$ cat config.mk
export PLATFORM = sky130hd
export DESIGN_NAME = johnson_counter_param_flat
export DESIGN_NICKNAME = d
export VERILOG_FILES = /design/src/rtl/johnson_counter_param_if.sv /design/src/rtl/johnson_counter_param.sv /design/src/flat_wrapper.sv
export SDC_FILE = /design/constraint.sdc
export NUM_CORES = 1
export LEC_CHECK = 0
export CAP_MARGIN = 20
export CORE_AREA = 2 2 39 41
export CTS_BUF_LIST = sky130_fd_sc_hd__clkbuf_4
export CTS_CLUSTER_DIAMETER = 150
export DETAILED_ROUTE_END_ITERATION = 10
export DIE_AREA = 0 0 41 43
export SLEW_MARGIN = 15
export SYNTH_ARGS = -nofsm -noshare
export SYNTH_HDL_FRONTEND = slang
export SYNTH_SLANG_ARGS = --single-unit
$ cat constraint.sdc
create_clock -name clk -period 5.9 [get_ports clk]
set_input_delay 0.59 -clock clk [delete_from_list [all_inputs] [get_ports clk]]
set_output_delay 0.59 -clock clk [all_outputs]
set_load 0.1 [all_outputs]
$ cat src/rtl/johnson_counter_param_if.sv
// johnson_counter_param_if
//   Bundles the control inputs and status outputs of johnson_counter_param.
//   The clock and reset are not part of the bundle.
//   master : drives en/dir/load/load_val and observes q/phase/wrap/illegal
//   slave  : the counter side
// Ports (signals)
//   en       advance one step
//   dir      1 = forward, 0 = reverse
//   load     load load_val into q
//   load_val raw pattern to load (WIDTH bits)
//   q        counter state (WIDTH bits)
//   phase    step index 0..2*WIDTH-1 (PW bits)
//   wrap     one-cycle pulse after a step across the sequence boundary
//   illegal  q is not a legal Johnson pattern
interface johnson_counter_param_if #(
   parameter int WIDTH = 4
);
   localparam int PW = $clog2(2*WIDTH);

   logic             en;
   logic             dir;
   logic             load;
   logic [WIDTH-1:0] load_val;
   logic [WIDTH-1:0] q;
   logic [PW-1:0]    phase;
   logic             wrap;
   logic             illegal;

   modport master (
      output en, dir, load, load_val,
      input  q, phase, wrap, illegal
   );

   modport slave (
      input  en, dir, load, load_val,
      output q, phase, wrap, illegal
   );
endinterface

$ cat src/rtl/johnson_counter_param.sv
// johnson_counter_param
//   WIDTH-bit Johnson (twisted-ring) counter with enable, direction, parallel
//   load, decoded phase index and a registered wrap pulse.
//   Optional feature macro: JOHNSON_SELF_CORRECT_EN -- when defined, an
//   illegal pattern in q is flagged and forced back to zero on the next edge
//   that does not load. When undefined, illegal is tied low.
// Ports
//   clk      rising-edge clock
//   reset_n  synchronous reset, active low (q=0, wrap=0)
//   bus      johnson_counter_param_if slave modport (en, dir, load,
//            load_val in; q, phase, wrap, illegal out)
module johnson_counter_param #(
   parameter int WIDTH = 4
) (
   input  logic                     clk,
   input  logic                     reset_n,
   johnson_counter_param_if.slave   bus
);
   localparam int PW  = $clog2(2*WIDTH);
   localparam int PCW = PW + 1;

   logic [WIDTH-1:0] q_q, q_d;
   logic             wrap_q, wrap_d;
   logic             illegal;
   logic [PW:0]      pop;
   logic [PW:0]      phase_full;

   // Phase decode: leading ones count up, trailing ones count down from 2*WIDTH.
   always_comb begin
      pop = '0;
      for (int i = 0; i < WIDTH; i++) begin
         pop = pop + {{PW{1'b0}}, q_q[i]};
      end
      if (q_q[WIDTH-1]) begin
         phase_full = pop;
      end else if (pop == '0) begin
         phase_full = '0;
      end else begin
         phase_full = PCW'(2*WIDTH) - pop;
      end
   end

`ifdef JOHNSON_SELF_CORRECT_EN
   // A legal pattern has at most one 0/1 boundary between adjacent bits.
   logic [PW:0] edges;
   always_comb begin
      edges = '0;
      for (int i = 0; i < WIDTH-1; i++) begin
         edges = edges + {{PW{1'b0}}, q_q[i] ^ q_q[i+1]};
      end
      illegal = (edges > PCW'(1));
   end
`else
   assign illegal = 1'b0;
`endif

   // Wrap is keyed on the actual boundary patterns (0..01 forward, 0 reverse)
   // so an illegal circulating pattern can never raise it.
   always_comb begin
      q_d    = q_q;
      wrap_d = 1'b0;
      if (bus.load) begin
         q_d = bus.load_val;
      end else if (illegal) begin
         q_d = '0;
      end else if (bus.en) begin
         if (bus.dir) begin
            q_d    = {~q_q[0], q_q[WIDTH-1:1]};
            wrap_d = (q_q == WIDTH'(1));
         end else begin
            q_d    = {q_q[WIDTH-2:0], ~q_q[WIDTH-1]};
            wrap_d = (q_q == '0);
         end
      end
   end

   always_ff @(posedge clk) begin
      if (!reset_n) begin
         q_q    <= '0;
         wrap_q <= 1'b0;
      end else begin
         q_q    <= q_d;
         wrap_q <= wrap_d;
      end
   end

   assign bus.q       = q_q;
   assign bus.phase   = phase_full[PW-1:0];
   assign bus.wrap    = wrap_q;
   assign bus.illegal = illegal;
endmodule

$ cat src/flat_wrapper.sv
// flat-port wrapper written by rule: the top's interface ports become plain ports
module johnson_counter_param_flat 
#(
   parameter int WIDTH = 4
)
  (clk, reset_n, bus_en, bus_dir, bus_load, bus_load_val, bus_q, bus_phase, bus_wrap, bus_illegal);
  johnson_counter_param_if #(.WIDTH(WIDTH)) bus_i ();
  input  logic clk;
  input  logic reset_n;
  input wire logic [$bits(bus_i.en)-1:0] bus_en;
  input wire logic [$bits(bus_i.dir)-1:0] bus_dir;
  input wire logic [$bits(bus_i.load)-1:0] bus_load;
  input wire logic [$bits(bus_i.load_val)-1:0] bus_load_val;
  output wire logic [$bits(bus_i.q)-1:0] bus_q;
  output wire logic [$bits(bus_i.phase)-1:0] bus_phase;
  output wire logic [$bits(bus_i.wrap)-1:0] bus_wrap;
  output wire logic [$bits(bus_i.illegal)-1:0] bus_illegal;
  assign bus_i.en = bus_en;
  assign bus_i.dir = bus_dir;
  assign bus_i.load = bus_load;
  assign bus_i.load_val = bus_load_val;
  assign bus_q = bus_i.q;
  assign bus_phase = bus_i.phase;
  assign bus_wrap = bus_i.wrap;
  assign bus_illegal = bus_i.illegal;
  johnson_counter_param #(.WIDTH(WIDTH)) u_core (.clk(clk), .reset_n(reset_n), .bus(bus_i));
endmodule
==> results of run 1 <==
[power by group through the flow]
| stage | Clock (mW) | Combinational [mW] | Sequential, mW |
|---|---|---|---|
| 4_1_cts | 0.0472 | 0.110 | 0.0401 |
| 3_3_place_gp | 0 | 0.109 | 0.0407 |
| 5_1_grt | 0.0493 | 0.115 | 0.0405 |
| 2_1_floorplan | 0 | 0.0736 | 0.0549 |
| 3_5_place_dp | 0 | 0.110 | 0.0407 |
| 6_report | 0.0452 | 0.109 | 0.0400 |
[worst min-delay path, cell delays in order, from the launching register on]
cell and delay [ns]:
dfxtp_1 0.39, nand2b_1 0.11, a31oi_1 0.07
[through the flow]
step / area, µm² / setup slack (ns)
2_1_floorplan: 415 / 0.820
3_3_place_gp: 568 / 2.25
3_5_place_dp: 568 / 2.21
4_1_cts: 598 / 1.94
5_1_grt: 598 / 1.79
6_report: 598 / 1.96
[state kept, by name, indices dropped and copies added, names as in the netlist]
signal,count
u_core.bus.q,4
u_core.bus.wrap,1
[layout make-up]
type | instances | area share, %
multi-input cells | 35 | 45.0
clock buffers | 4 | 5.02
flip-flops and latches | 5 | 16.7
well taps | 16 | 3.35
inverters | 5 | 3.14
repair buffers | 16 | 26.8
[worst max path at each step]
stage,slack [ns],to,depth (start not counted)
after detailed placement,2.21,bus_phase[2],9
after global placement,2.25,bus_phase[2],9
after CTS,1.94,bus_phase[2],9
final,1.96,bus_phase[2],9
after floorplan,0.82,bus_phase[2],7
after global routing,1.79,bus_phase[2],9
[metal layers]
metal | GRT usage, % | vias up
met3 | 7.85 | 0
met5 | 0 | -
met1 | 13.5 | 163
met2 | 17.2 | 13
li1 | - | 195
met4 | 6.00 | 0
[layout by cell type (no fill, tap or decap), drive strengths merged]
master,count
a211o,2
a21boi,3
a311o,1
a31oi,1
clkbuf,4
clkdlybuf4s50,16
conb,1
dfxtp,5
fa,1
ha,5
inv,5
mux2,1
mux2i,3
nand2,5
nand2b,1
nand3,1
nor2,5
nor3,1
o211ai,1
o21ai,1
or2,1
xor2,1
[cell families after synthesis]
family,synth area share (%)
buffers and inverters,11.1
AOI/OAI and AO/OA,17.5
and+or+nand+nor,14.5
other,0.903
xor gates and xnor gates,2.11
adders and majority gates,19.9
DFF,24.1
muxes,9.94
==> run summary, run 1 <==
Status = complete, no violations
Largest net degree at the start of global routing = 10
Fill cells = 148
CP Cell Sequence = inv_1, ha_1, fa_1, ha_1, inv_1, ha_1, nor2_1, xor2_1, clkdlybuf4s50_1
Die ar. = 1760 µm²
WL/cell = 11.0 µm
CTS Hold Bufs = 0
Fmax = 0.254 GHz
Via density per instance = 4.58
Final Core Density = 43.2%
Syn_area_per_cell = 8.48 µm²
Initial antenna violation count = 0
Final slew viol count = 0
RePlAce Congestion = 0.647
Die X-Extent = 41 µm
Register bit total from synthesis = 5
Tcrit/Tclk final = 66.8%
Net Sw Frac = 51.0%
Min-delay src = u_core.bus.q[3]
WL met2 = 380 µm
Via Count = 371
CP Data Arrival Time = 3.35 ns
CTS buffer count = 3
Hold Fails Final Rpt = 0
EDFF count, synth = 0
Buf+Inv Stages, Crit Path = 3
Die H = 43 µm
Critical path peak fanout = 7
Clock Skew = 0.00170 ns
Initial Util = 30.0%
Most frequent cells after synthesis = dfxtp_1 (5), ha_1 (5), inv_1 (5), nand2_1 (5), nor2_1 (5)
Top_reg_cell synth = dfxtp_1
Core Region = 1380 µm²
CP max stage cell = clkdlybuf4s50_1
Worst slew margin = 34.2%
Tightest Pin Transition = 0.984 ns
Mapped Nets = 64
Latest clock arrival within the worst-skew pair = 0.25 ns
Root Buffer = clkbuf_4
Final nets = 81
CP top delay family = buffers and inverters
Mapped Area = 415 µm²
Maxcap violations = 0
Clk buf depth = 2
CP endpoint kind = output pin
WS Path Type = reg2out
Dominant cells by area after synthesis = dfxtp_1 (24%), ha_1 (15%), mux2i_1 (7.2%), fa_1 (4.8%), inv_1 (4.5%)
I/O Pins = 18
Startpoint Class = flip-flop
Total of warnings raised by yosys = 0
Critical Path Max Stage Delay = 1.14 ns
Pint = 0.0955 mW
Hold WC Path Type = reg2reg
First-pass iteration count of the detailed router = 2
WL met1 = 431 µm
Final wirelength = 888 µm
P_sw = 0.0992 mW
Number of setup buffers added after CTS = 0
Synthesized netlist cell count = 49
Post-synth ARST share = 0%
H-tree depth = 1
Area Growth Syn to Fin = 44.0%
Design Power = 0.195 mW
# rows = 14
Power per cell area = 325 nW/µm²
Clock share of power = 23.2%
Congestion Overflow GR = 0
Multi-input logic area = 269 µm²
Clock-pin slew on the worst setup and hold paths = 0.04 ns
Hold Crit Endpoint = u_core.bus.q[3]
Yosys top cell area share = 24.1%
DR WL met3 = 76 µm
CP startpoint = u_core.bus.q[0]
Setup-failing EPs final = 0
R2R Path End = u_core.bus.q[0]
RR Startpoint = u_core.bus.q[3]
Uppermost layer routed = met3
Register area = 100 µm²
Resized cells post-CTS = 0
Crit path time final = 3.94 ns
Remaining DRCs = 0
Share of cells above drive strength 1 = 9.23%
Leak Pwr = 0.263 nW
All-Layer GR Usage = 12.1%
RSZ-0062 raised after global routing = false
Register area share after synthesis = 24.1%
Placed cells = 77
Sequential share of power = 20.5%
Finished Layout Cells = 81
PortBufs = 16
Vias in the first global route = 315
Number of distinct library cells after synthesis = 25
CTS tree = built
Fin Setup TNS = 0 ns
Diodes inserted = 0
Initial drt markers = 7
Synth area leader = dfxtp_1
Peak VDD IR = 0.000174 V
WHS = 0.624 ns
Hold depth = 2
First-pass GRT wire length = 1.39 mm
Combinational cell fraction of total power = 56.2%
Clk sinks = 5
Crit path top cell by count = ha_1
Post-route ant nets = 0
Reg2Reg Setup Slack = 4.74 ns
Cell count of the worst reg-to-reg path = 3
Required @ worst endpoint = 5.31 ns
(Power assumes the default switching activity.)
==> run 2, diff against run 1 <==
Clock period 5.9 ns to 3.7 ns, I/O delays scaled along.
==> run 2 against run 1 <==
  * Via count decreased by 0.81%
  * Global-route usage decreased by 0.77 points
  * Clock power increased by 58%
  * Sequential power increased by 60%
  * First-iteration DRC count decreased by 71%
  * Critical path depth unchanged
  * Final cell count unchanged
  * Sequential share of layout area about the same
  * Largest power group unchanged
  * Register-to-register slack got worse by 2.2 ns
==> run summary, run 2 (synthesis results as in run 1) <==
Status = complete, no violations
Reg2Reg Setup Slack = 2.54 ns (-2.20 ns)
Crit path top cell by count = ha_1
H-tree depth = 1 (unchanged)
Largest net degree at the start of global routing = 10 (unchanged)
Post-DP HPWL = 644 µm
Setup-failing EPs final = 0 (unchanged)
CTS buffer count = 3 (unchanged)
Top Usage Layer GRT = met2
Hold depth = 2 (unchanged)
Setup WS pre-CTS = 1.06 ns (-1.15 ns)
Tcrit/Tclk final = 78.0%
Clk buf depth = 2 (unchanged)
Commonest non-fill, non-tap cell in the layout = clkdlybuf4s50_1
First-pass GRT wire length = 1.37 mm (-0.94%)
GRT met1 Usage = 14.3% (+0.78 points)
Maxcap violations = 0 (unchanged)
Multi-input logic area = 290 µm² (+7.9%)
DP Area = 584 µm² (+2.9%)
Min-delay src = u_core.bus.q[3]
CP endpoint kind = output pin
CP top delay family = adder cells
Via density per instance = 4.54 (-0.81%)
Peak VDD IR = 0.000177 V (+1.8%)
Area Growth Syn to Fin = 47.9%
WS Path Type = reg2out
Max reg flops = 4 (unchanged)
Met3 Use GR = 4.71% (-3.1 points)
Fin Setup TNS = 0 ns (unchanged)
R2R Path End = u_core.bus.q[0]
Crit path time final = 2.89 ns
I/O Pins = 18 (unchanged)
Finished Layout Cells = 81 (unchanged)
Die H = 43 µm (unchanged)
Clock-pin slew on the worst setup and hold paths = 0.05 ns (about the same)
Buf+Inv Stages, Crit Path = 3 (unchanged)
RR Startpoint = u_core.bus.q[3]
Share of cells above drive strength 1 = 20.0% (+11 points)
Congestion Overflow GR = 0 (unchanged)
CP Data Arrival Time = 2.52 ns (-0.83 ns)
Startpoint Class = flip-flop
Remaining DRCs = 0 (unchanged)
Leak Pwr = 0.268 nW (+1.8%)
Clock Skew = 0.000497 ns (-0.00121 ns)
Hold Crit Endpoint = u_core.bus.q[3]
Resized cells post-CTS = 0 (unchanged)
WL/cell = 9.86 µm (-10%)
Final slew viol count = 0 (unchanged)
Fill cells = 144 (-2.7%)
Final instance area = 614 µm² (+2.7%)
# rows = 14 (unchanged)
Met2 Usage GRT = 16.9% (-0.31 points)
Initial drt markers = 2 (-5)
Hold WC Path Type = reg2reg
Hold Fails Final Rpt = 0 (unchanged)
Latest clock arrival within the worst-skew pair = 0.24 ns (about the same)
Critical Path Max Stage Delay = 0.39 ns (-0.75 ns)
Register area = 103 µm² (+2.5%)
Die X-Extent = 41 µm (unchanged)
CTS Hold Bufs = 0 (unchanged)
Clk sinks = 5 (unchanged)
Core Region = 1380 µm² (unchanged)
Worst slew margin = 35.0% (+0.82 points)
RSZ-0062 raised after global routing = false
Root Buffer = clkbuf_4
Via Count = 368 (-0.81%)
Tightest Pin Transition = 0.972 ns (-0.0123 ns)
All-Layer GR Usage = 11.4% (-0.77 points)
Vias in the first global route = 339 (+7.6%)
WHS = 0.619 ns (-0.00434 ns)
PortBufs = 16 (unchanged)
CTS tree = built
Initial antenna violation count = 0 (unchanged)
PnR worst setup slack = 0.812 ns (-1.15 ns)
Cell count of the worst reg-to-reg path = 3 (unchanged)
RePlAce Congestion = 0.732 (+13%)
CP Cell Sequence = inv_1, ha_1, fa_2, ha_1, inv_1, ha_1, nor2_1, xor2_4, buf_4
Die ar. = 1760 µm² (unchanged)
Number of setup buffers added after CTS = 0 (unchanged)
Required @ worst endpoint = 3.33 ns (-1.98 ns)
Commonest non-fill, non-tap cells in the layout = clkdlybuf4s50_1 (13), inv_1 (5), nor2_1 (5), nand2_1 (5), ha_1 (5)
Final nets = 81 (unchanged)
First-pass iteration count of the detailed router = 4 (+2)
Fmax = 0.346 GHz
Power per cell area = 507 nW/µm² (+56%)
Diodes inserted = 0 (unchanged)
Critical path peak fanout = 7 (unchanged)
CP max stage cell = dfxtp_2
Final wirelength = 799 µm (-10%)
Placed cells = 77 (unchanged)
Post-route ant nets = 0 (unchanged)
Initial Util = 30.0% (unchanged)
[run 2: final cells by class]
cell class,instances,area share (%)
repair buffers,16,24.8
multi-input cells,35,47.3
inverters,5,3.05
flip-flops and latches,5,16.7
clock buffers,4,4.89
well taps,16,3.26
[run 2: how the worst max path moves through the flow]
stage	start	depth (start not counted)	slack (ns)	end
CTS	u_core.bus.q[0]	9	0.79	bus_phase[2]
global route	u_core.bus.q[0]	9	0.69	bus_phase[2]
finish	u_core.bus.q[0]	9	0.81	bus_phase[2]
floorplan	u_core.bus.q[1]	7	0.20	bus_phase[2]
global placement	u_core.bus.q[0]	9	1.07	bus_phase[2]
detailed placement	u_core.bus.q[0]	9	1.06	bus_phase[2]
[run 2: worst reg2reg max path: cells and delay by family, from the launching register on]
| family | cells | cell delay [ns] |
|---|---|---|
| and+or+nand+nor | 1 | 0.25 |
| AOI/OAI and AO/OA | 2 | 0.46 |
| DFF | 1 | 0.39 |
[run 2: stage by stage]
| stage | utilization, % | power [mW] |
|---|---|---|
| detailed placement | 42.2 | 0.243 |
| global route | 44.4 | 0.329 |
| global placement | 42.2 | 0.242 |
| floorplan | - | 0.212 |
| finish | 44.4 | 0.312 |
| CTS | 44.4 | 0.316 |
[run 2: layer usage]
layer / wire (µm) / vias to the layer above / part of all wire (%)
met1: 356 / 163 / 45
met5: 0 / - / 0
met3: 51 / 0 / 6.4
met4: 0 / 0 / 0
met2: 391 / 13 / 49
li1: - / 192 / -
[run 2: report_power, final]
part / leakage, nW / total, mW / switching [mW] / internal (mW)
Clock: 0.0184 / 0.0714 / 0.0232 / 0.0481
Sequential: 0.0419 / 0.0642 / 0.00642 / 0.0578
Combinational: 0.207 / 0.176 / 0.130 / 0.0457
==> run 3, diff against run 2 <==
Clock period 3.7 ns to 2.96 ns, I/O delays scaled along.
==> run 3 against run 2 <==
  * Hold slack worse by 0.044 ns
  * Setup slack lost 0.48 ns
  * Clock-buffer cell count unchanged
  * First-iteration DRC count increased by 100%
  * Design area up 7.7%
  * Non-clock buffer count did not move
  * Final cell count unchanged
  * Combinational power rose by 48%
  * Critical endpoint is now bus_phase[1]
  * Routed wire length rose by 12%
  * Flip-flop and latch count is the same
  * Die area stayed put
  * Critical path depth decreased by 1
  * Largest power group unchanged
==> run summary, run 3 (synthesis results as in run 1) <==
Commonest non-fill, non-tap cell in the layout = clkdlybuf4s50_1
Die X-Extent = 41 µm (unchanged)
CTS tree = built
Tightest Pin Transition = 0.955 ns (-0.0164 ns)
Initial drt markers = 4 (+2)
Post-DP HPWL = 680 µm (+5.5%)
Hold WC Path Type = reg2reg
WHS = 0.575 ns (-0.0440 ns)
Worst Setup EP = bus_phase[1]
Core Region = 1380 µm² (unchanged)
Area Growth Syn to Fin = 59.3%
Setup-failing EPs final = 0 (unchanged)
Post-route ant nets = 0 (unchanged)
CP startpoint = u_core.bus.q[1]
Via density per instance = 4.79 (+5.4%)
CP top delay family = adder cells
Clock-pin slew on the worst setup and hold paths = 0.04 ns (about the same)
CTS buffer count = 3 (unchanged)
Initial antenna violation count = 0 (unchanged)
Buf+Inv Stages, Crit Path = 3 (unchanged)
Latest clock arrival within the worst-skew pair = 0.25 ns (about the same)
CP Data Arrival Time = 2.33 ns (-0.19 ns)
# rows = 14 (unchanged)
WL/cell = 11.0 µm (+12%)
Critical path peak fanout = 6 (-1)
Final nets = 81 (unchanged)
Remaining DRCs = 0 (unchanged)
WS Path Type = reg2out
Worst slew margin = 36.1% (+1.1 points)
Resized cells post-CTS = 0 (unchanged)
Fmax = 0.380 GHz
Leak Pwr = 0.283 nW (+5.8%)
RePlAce Congestion = 0.717 (-2.1%)
Crit path time final = 2.63 ns
Peak VDD IR = 0.000285 V (+61%)
Final slew viol count = 0 (unchanged)
RR Startpoint = u_core.bus.q[3]
CP max stage cell = dfxtp_4
All-Layer GR Usage = 12.9% (+1.5 points)
Startpoint Class = flip-flop
Critical Path Max Stage Delay = 0.38 ns (about the same)
CP Cell Sequence = inv_4, ha_4, fa_2, ha_1, inv_1, ha_2, mux2_2, buf_12
Root Buffer = clkbuf_4
Cell count of the worst reg-to-reg path = 3 (unchanged)
H-tree depth = 1 (unchanged)
Congestion Overflow GR = 0 (unchanged)
Required @ worst endpoint = 2.66 ns (-0.67 ns)
Number of setup buffers added after CTS = 0 (unchanged)
Final wirelength = 892 µm (+12%)
Commonest non-fill, non-tap cells in the layout = clkdlybuf4s50_1 (9), nand2_1 (5), buf_4 (5)
Die H = 43 µm (unchanged)
Clk buf depth = 2 (unchanged)
Initial Util = 30.0% (unchanged)
Largest net degree at the start of global routing = 10 (unchanged)
PortBufs = 16 (unchanged)
Via Count = 388 (+5.4%)
Clock Skew = 0.00178 ns (+0.00128 ns)
CTS Hold Bufs = 0 (unchanged)
First-pass GRT wire length = 1.48 mm (+8.0%)
Diodes inserted = 0 (unchanged)
Vias in the first global route = 334 (-1.5%)
Maxcap violations = 0 (unchanged)
Status = complete, no violations
Hold Fails Final Rpt = 0 (unchanged)
First-pass iteration count of the detailed router = 4 (unchanged)
Design Power = 0.431 mW (+38%)
Die ar. = 1760 µm² (unchanged)
I/O Pins = 18 (unchanged)
Clk sinks = 5 (unchanged)
R2R Path End = u_core.bus.q[0]
Critical path depth = 8 (-1)
Share of cells above drive strength 1 = 38.5% (+18 points)
Power per cell area = 651 nW/µm² (+28%)
Max reg flops = 4 (unchanged)
RSZ-0062 raised after global routing = false
Tcrit/Tclk final = 88.8%
CP endpoint kind = output pin
Reg2Reg Setup Slack = 1.83 ns (-0.71 ns)
==> run 3: stage by stage <==
stage / area (µm²) / cells / setup TNS (ns) / utilization, % / worst slack [ns]
after global routing: 662 / 81 / 0 / 47.8 / 0.262
final: 662 / 81 / 0 / 47.8 / 0.332
after global placement: 632 / 77 / 0 / 45.7 / 0.595
after CTS: 662 / 81 / 0 / 47.8 / 0.309
after detailed placement: 632 / 77 / 0 / 45.7 / 0.580
after floorplan: 472 / 49 / -0.130 / - / -0.130
==> run 3: routing by layer <==
layer | up-vias | share of wire [%] | global-route usage, %
li1 | 191 | - | -
met1 | 182 | 42 | 15.8
met4 | 0 | 1.3 | 6.00
met5 | - | 0 | 0
met3 | 2 | 7.1 | 7.85
met2 | 13 | 49 | 17.2
==> run 3: area by class of cell <==
cell class / count / area (µm²)
Fill cell: 135 / 722
Multi-Input combinational cell: 35 / 313
Timing Repair Buffer: 16 / 168
Sequential cell: 5 / 110
Clock buffer: 4 / 30.0
Inverter: 5 / 21.3
Tap cell: 16 / 20.0
==> run 3: report_power, final <==
group          leakage [nW]  switching, mW  internal [mW]
clock network        0.0184         0.0292         0.0602
registers            0.0431        0.00931         0.0720
logic                 0.222          0.173         0.0866
total                 0.283          0.212          0.219
==> run 3: worst min-delay path by stage <==
stage / startpoint / depth (start not counted) / end
6_report: u_core.bus.q[3] / 1 / u_core.bus.wrap
3_5_place_dp: u_core.bus.q[3] / 1 / u_core.bus.wrap
2_1_floorplan: bus_load_val[2] / 2 / u_core.bus.q[2]
5_1_grt: u_core.bus.q[3] / 2 / u_core.bus.q[3]
4_1_cts: u_core.bus.q[3] / 1 / u_core.bus.wrap
3_3_place_gp: u_core.bus.q[3] / 1 / u_core.bus.wrap
==> run 3: worst register-to-register path, cell delays in order (launching register included) <==
cell and delay (ns):
dfxtp_2 0.37, or2_0 0.23, a311o_1 0.32, a21boi_2 0.13
==> edit 1: new RTL, flow settings as in run 3 <==
`WIDTH` is set to 4 in 3 places; all go to 2.
--- a/src/rtl/johnson_counter_param_if.sv
+++ b/src/rtl/johnson_counter_param_if.sv
@@ -13,7 +13,7 @@
 //   wrap     one-cycle pulse after a step across the sequence boundary
 //   illegal  q is not a legal Johnson pattern
 interface johnson_counter_param_if #(
-   parameter int WIDTH = 4
+   parameter int WIDTH = 2
 );
    localparam int PW = $clog2(2*WIDTH);
 
--- a/src/rtl/johnson_counter_param.sv
+++ b/src/rtl/johnson_counter_param.sv
@@ -10,7 +10,7 @@
 //   bus      johnson_counter_param_if slave modport (en, dir, load,
 //            load_val in; q, phase, wrap, illegal out)
 module johnson_counter_param #(
-   parameter int WIDTH = 4
+   parameter int WIDTH = 2
 ) (
    input  logic                     clk,
    input  logic                     reset_n,
--- a/src/flat_wrapper.sv
+++ b/src/flat_wrapper.sv
@@ -1,7 +1,7 @@
 // flat-port wrapper written by rule: the top's interface ports become plain ports
 module johnson_counter_param_flat 
 #(
-   parameter int WIDTH = 4
+   parameter int WIDTH = 2
 )
   (clk, reset_n, bus_en, bus_dir, bus_load, bus_load_val, bus_q, bus_phase, bus_wrap, bus_illegal);
   johnson_counter_param_if #(.WIDTH(WIDTH)) bus_i ();
Interface: changed (resized bus_load_val, bus_phase and bus_q); port bits go from 18 to 13. The function was not compared with the original's and may differ.
==> edit 1 against run 3 <==
- final cell count shrank 33%
- total power shrank 50%
- sequential cell count shrank 2
- routed wire length shrank 53%
- setup slack gained 0.68 ns
- hold slack gained 0.055 ns
- final area shrank 47%
- clock power shrank 6.5%
- synthesized area shrank 49%
- via count shrank 51%
- critical endpoint is now bus_wrap
- clock skew grew 0.0022 ns
- register-to-register slack gained 0.10 ns
- largest cell class unchanged
- count of clock-buffer cells in the layout is the same
==> edit 1: results (changes against run 3) <==
Vias: 190 (-51%)
Sw Share: 41.3% (-7.9 points)
Hold path start: bus_load_val[1]
Met2 Usage GRT: 6.56% (-11 points)
First-pass GRT wire length: 655 µm (-56%)
DR pass1 iterations: 1 (-3)
WL met3: 27 µm (-57%)
Clock-cell share: 8.51% (+4.0 points)
Syn Inst Count: 24 (-51%)
Cell Int Power: 0.127 mW (-42%)
Slowest stage delay, CP: 1.12 ns (+0.74 ns)
Met3 Use GR: 0% (-7.9 points)
Vias in the first global route: 171 (-49%)
Non-clock buffer share: 28.4% (+3.0 points)
Status: finished, final reports clean
Clock group: 0.0836 mW (-6.5%)
Layout cell share with drive strength beyond 1: 26.3% (-12 points)
Syn nets: 34 (-47%)
P_leak: 0.165 nW (-42%)
Clock skew: 0.00400 ns (+0.00222 ns)
Largest net degree at the start of global routing: 7 (-3)
Hold Path Class: in -> reg
FF+latch count, synth: 3 (-2)
Crit-path slowest cell: clkdlybuf4s50_1
R2R setup slack: 1.93 ns (+0.10 ns)
RePlAce Congestion: 0.611 (-15%)
Final #Nets: 49 (-40%)
Global Route Usage Sum: 6.01% (-6.9 points)
Post-Synth XOR/XNOR Area: 8.33% (+6.2 points)
Mux cell area share after synthesis: 9.52% (-0.42 points)
Top cells by area, synth: dfxtp_1 (29%), ha_1 (18%), mux2i_1 (9.5%)
Iteration-0 DRC Markers: 0 (-4)
Grt met1 use: 7.67% (-8.1 points)
Met1 Wirelength: 172 µm (-55%)
Top cells by count, synth: dfxtp_1 (3), ha_1 (3), inv_1 (3)
Fill count: 151 (+12%)
Family with the most delay on the worst path: buffers and inverters
R2R Path End: u_core.bus.q[1]
DR WL met2: 198 µm (-55%)
-- edit 1: kinds of logic (layout without fill, tap and decap cells) --
group | Yosys count | after routing
AO/OA/AOI/OAI | 4 | 4
XOR/XNOR | 2 | 2
adder cells (fa/ha/maj) | 3 | 3
buffers and inverters | 4 | 18
flip-flops | 3 | 3
multiplexers | 2 | 2
other | 1 | 1
AND/OR/NAND/NOR | 5 | 5
-- edit 1: worst max-delay path by stage --
stage,start,endpoint,cells past startpoint
4_1_cts,u_core.bus.wrap,bus_wrap,1
2_1_floorplan,u_core.bus.q[1],bus_phase[0],2
3_5_place_dp,u_core.bus.wrap,bus_wrap,1
6_report,u_core.bus.wrap,bus_wrap,1
5_1_grt,u_core.bus.wrap,bus_wrap,1
3_3_place_gp,u_core.bus.wrap,bus_wrap,1
-- edit 1: through the flow --
step	setup slack [ns]	util, %
3_5_place_dp	1.26	23.3
3_3_place_gp	1.26	23.3
4_1_cts	1.00	25.5
2_1_floorplan	0.632	-
5_1_grt	0.980	25.5
6_report	1.01	25.5
==> edit 2: new RTL, flow settings as in run 3 <==
Without the edit above. Reset style: asynchronous (`reset_n`), changed in one clocked block. Comments in the files are not updated.
--- a/src/rtl/johnson_counter_param.sv
+++ b/src/rtl/johnson_counter_param.sv
@@ -74,7 +74,7 @@
       end
    end
 
-   always_ff @(posedge clk) begin
+   always_ff @(posedge clk or negedge reset_n) begin
       if (!reset_n) begin
          q_q    <= '0;
          wrap_q <= 1'b0;
Behaviour: differs if reset_n is asserted again (counterexample within 4 cycles, from zero or initial values and one cycle with reset_n low); with reset_n held inactive, the same outputs for 10 cycles.
==> edit 2 against run 3 <==
- maximum frequency down 4.1%
- final area unchanged
- synthesized area is 0.30% higher
- setup slack got worse by 0.11 ns
- count of clock-buffer cells in the layout unchanged
- sequential cell count did not move
- routed wire length fell by 0.78%
- total power increased by 27%
- via count down 6.7%
- largest cell class unchanged
==> edit 2: results (changes against run 3) <==
Crit path launch: u_core.bus.q[1]
Met3 Use GR: 6.28% (-1.6 points)
Syn Inst Count: 45 (-8.2%)
P_leak: 0.301 nW (+6.4%)
Peak supply drop: 0.470 mV (+65%)
First-pass GRT wire length: 1550 µm (+4.2%)
R2R setup slack: 1.90 ns (+0.07 ns)
Drt total wl: 885 µm (-0.78%)
Met2 Usage GRT: 17.8% (+0.63 points)
Reg2Reg Depth: 4 (+1)
Mapped Area: 417 µm² (+0.30%)
Top FF cell, synth: dfrtp_1
Slowest stage delay, CP: 0.51 ns (+0.13 ns)
Max-slew headroom: 35.9% (-0.20 points)
Mux cell area share after synthesis: 9.91% (-0.030 points)
Post-Synth XOR/XNOR Area: 2.10% (-0.0063 points)
Post-Synth Adder-Cell Area: 19.8% (-0.060 points)
DR top layer: met3
Synth Area in Compound Gates: 14.4% (-3.1 points)
Top cells by area, synth: dfrtp_1 (30%), ha_1 (15%), mux2i_1 (7.2%)
R2R Path End: u_core.bus.wrap
Critical Path AT: 2.45 ns (+0.12 ns)
Vias in the first global route: 339 (+1.5%)
Status: finished, final reports clean
Hold Path Class: in -> async
Iteration-0 DRC Markers: 1 (-3)
Hpwl dp: 692 µm (+1.9%)
Final #Nets: 77 (-4.9%)
RePlAce Congestion: 0.727 (+1.4%)
Dpl cells: 73 (-5.2%)
DR pass1 iterations: 3 (-1)
# clk buffers: 4 (unchanged)
Seq/Total Area, Yosys: 30.0% (+5.9 points)
Crit-path slowest cell: dfrtp_4
Vias: 362 (-6.7%)
Met1 Wirelength: 422 µm (+11%)
WHS: 0.281 ns (-0.294 ns)
Grt met1 use: 18.2% (+2.4 points)
WL met3: 49 µm (-22%)
Signal inverters: 4 (-1)
Clock skew: 0.00230 ns (+0.000524 ns)
Sequential cell area share: 20.2% (+3.6 points)
Fill count: 145 (+7.4%)
DR WL/cell: 11.5 µm (+4.4%)
Multi-input gate area: 293 µm² (-6.4%)
Syn nets: 60 (-6.3%)
DR WL met2: 413 µm (-5.7%)
[edit 2: cell count changes after synthesis, moves of 2 or more]
cell             run 3  this run
dfrtp_1              0         5
a211o_1              2         0
a21o_1               0         2
a21boi_1             2         0
dfxtp_1              5         0
a211oi_1             0         2
nand2_1              5         1
a22o_1               0         2
nor2_1               5         8
[edit 2: kinds of logic (layout without fill, tap and decap cells)]
logic type / count (synthesis) / after routing
AND/OR/NAND/NOR: 12 / 12
AO/OA/AOI/OAI: 8 / 8
buffers and inverters: 8 / 24
adder cells (fa/ha/maj): 6 / 6
flip-flops: 5 / 5
multiplexers: 4 / 4
other: 1 / 1
XOR/XNOR: 1 / 1
[edit 2: report_power, final]
part	leakage (nW)	internal (mW)	switching (mW)
registers	0.0585	0.0768	0.0134
clock network	0.0184	0.0602	0.0289
logic	0.225	0.120	0.250
[edit 2: worst max-delay path, delay by kind of cell, from the launching register on]
family | cells | cell delay, ns
adders and majority gates | 4 | 1.10
DFF | 1 | 0.51
buffers and inverters | 3 | 0.31
muxes | 1 | 0.28
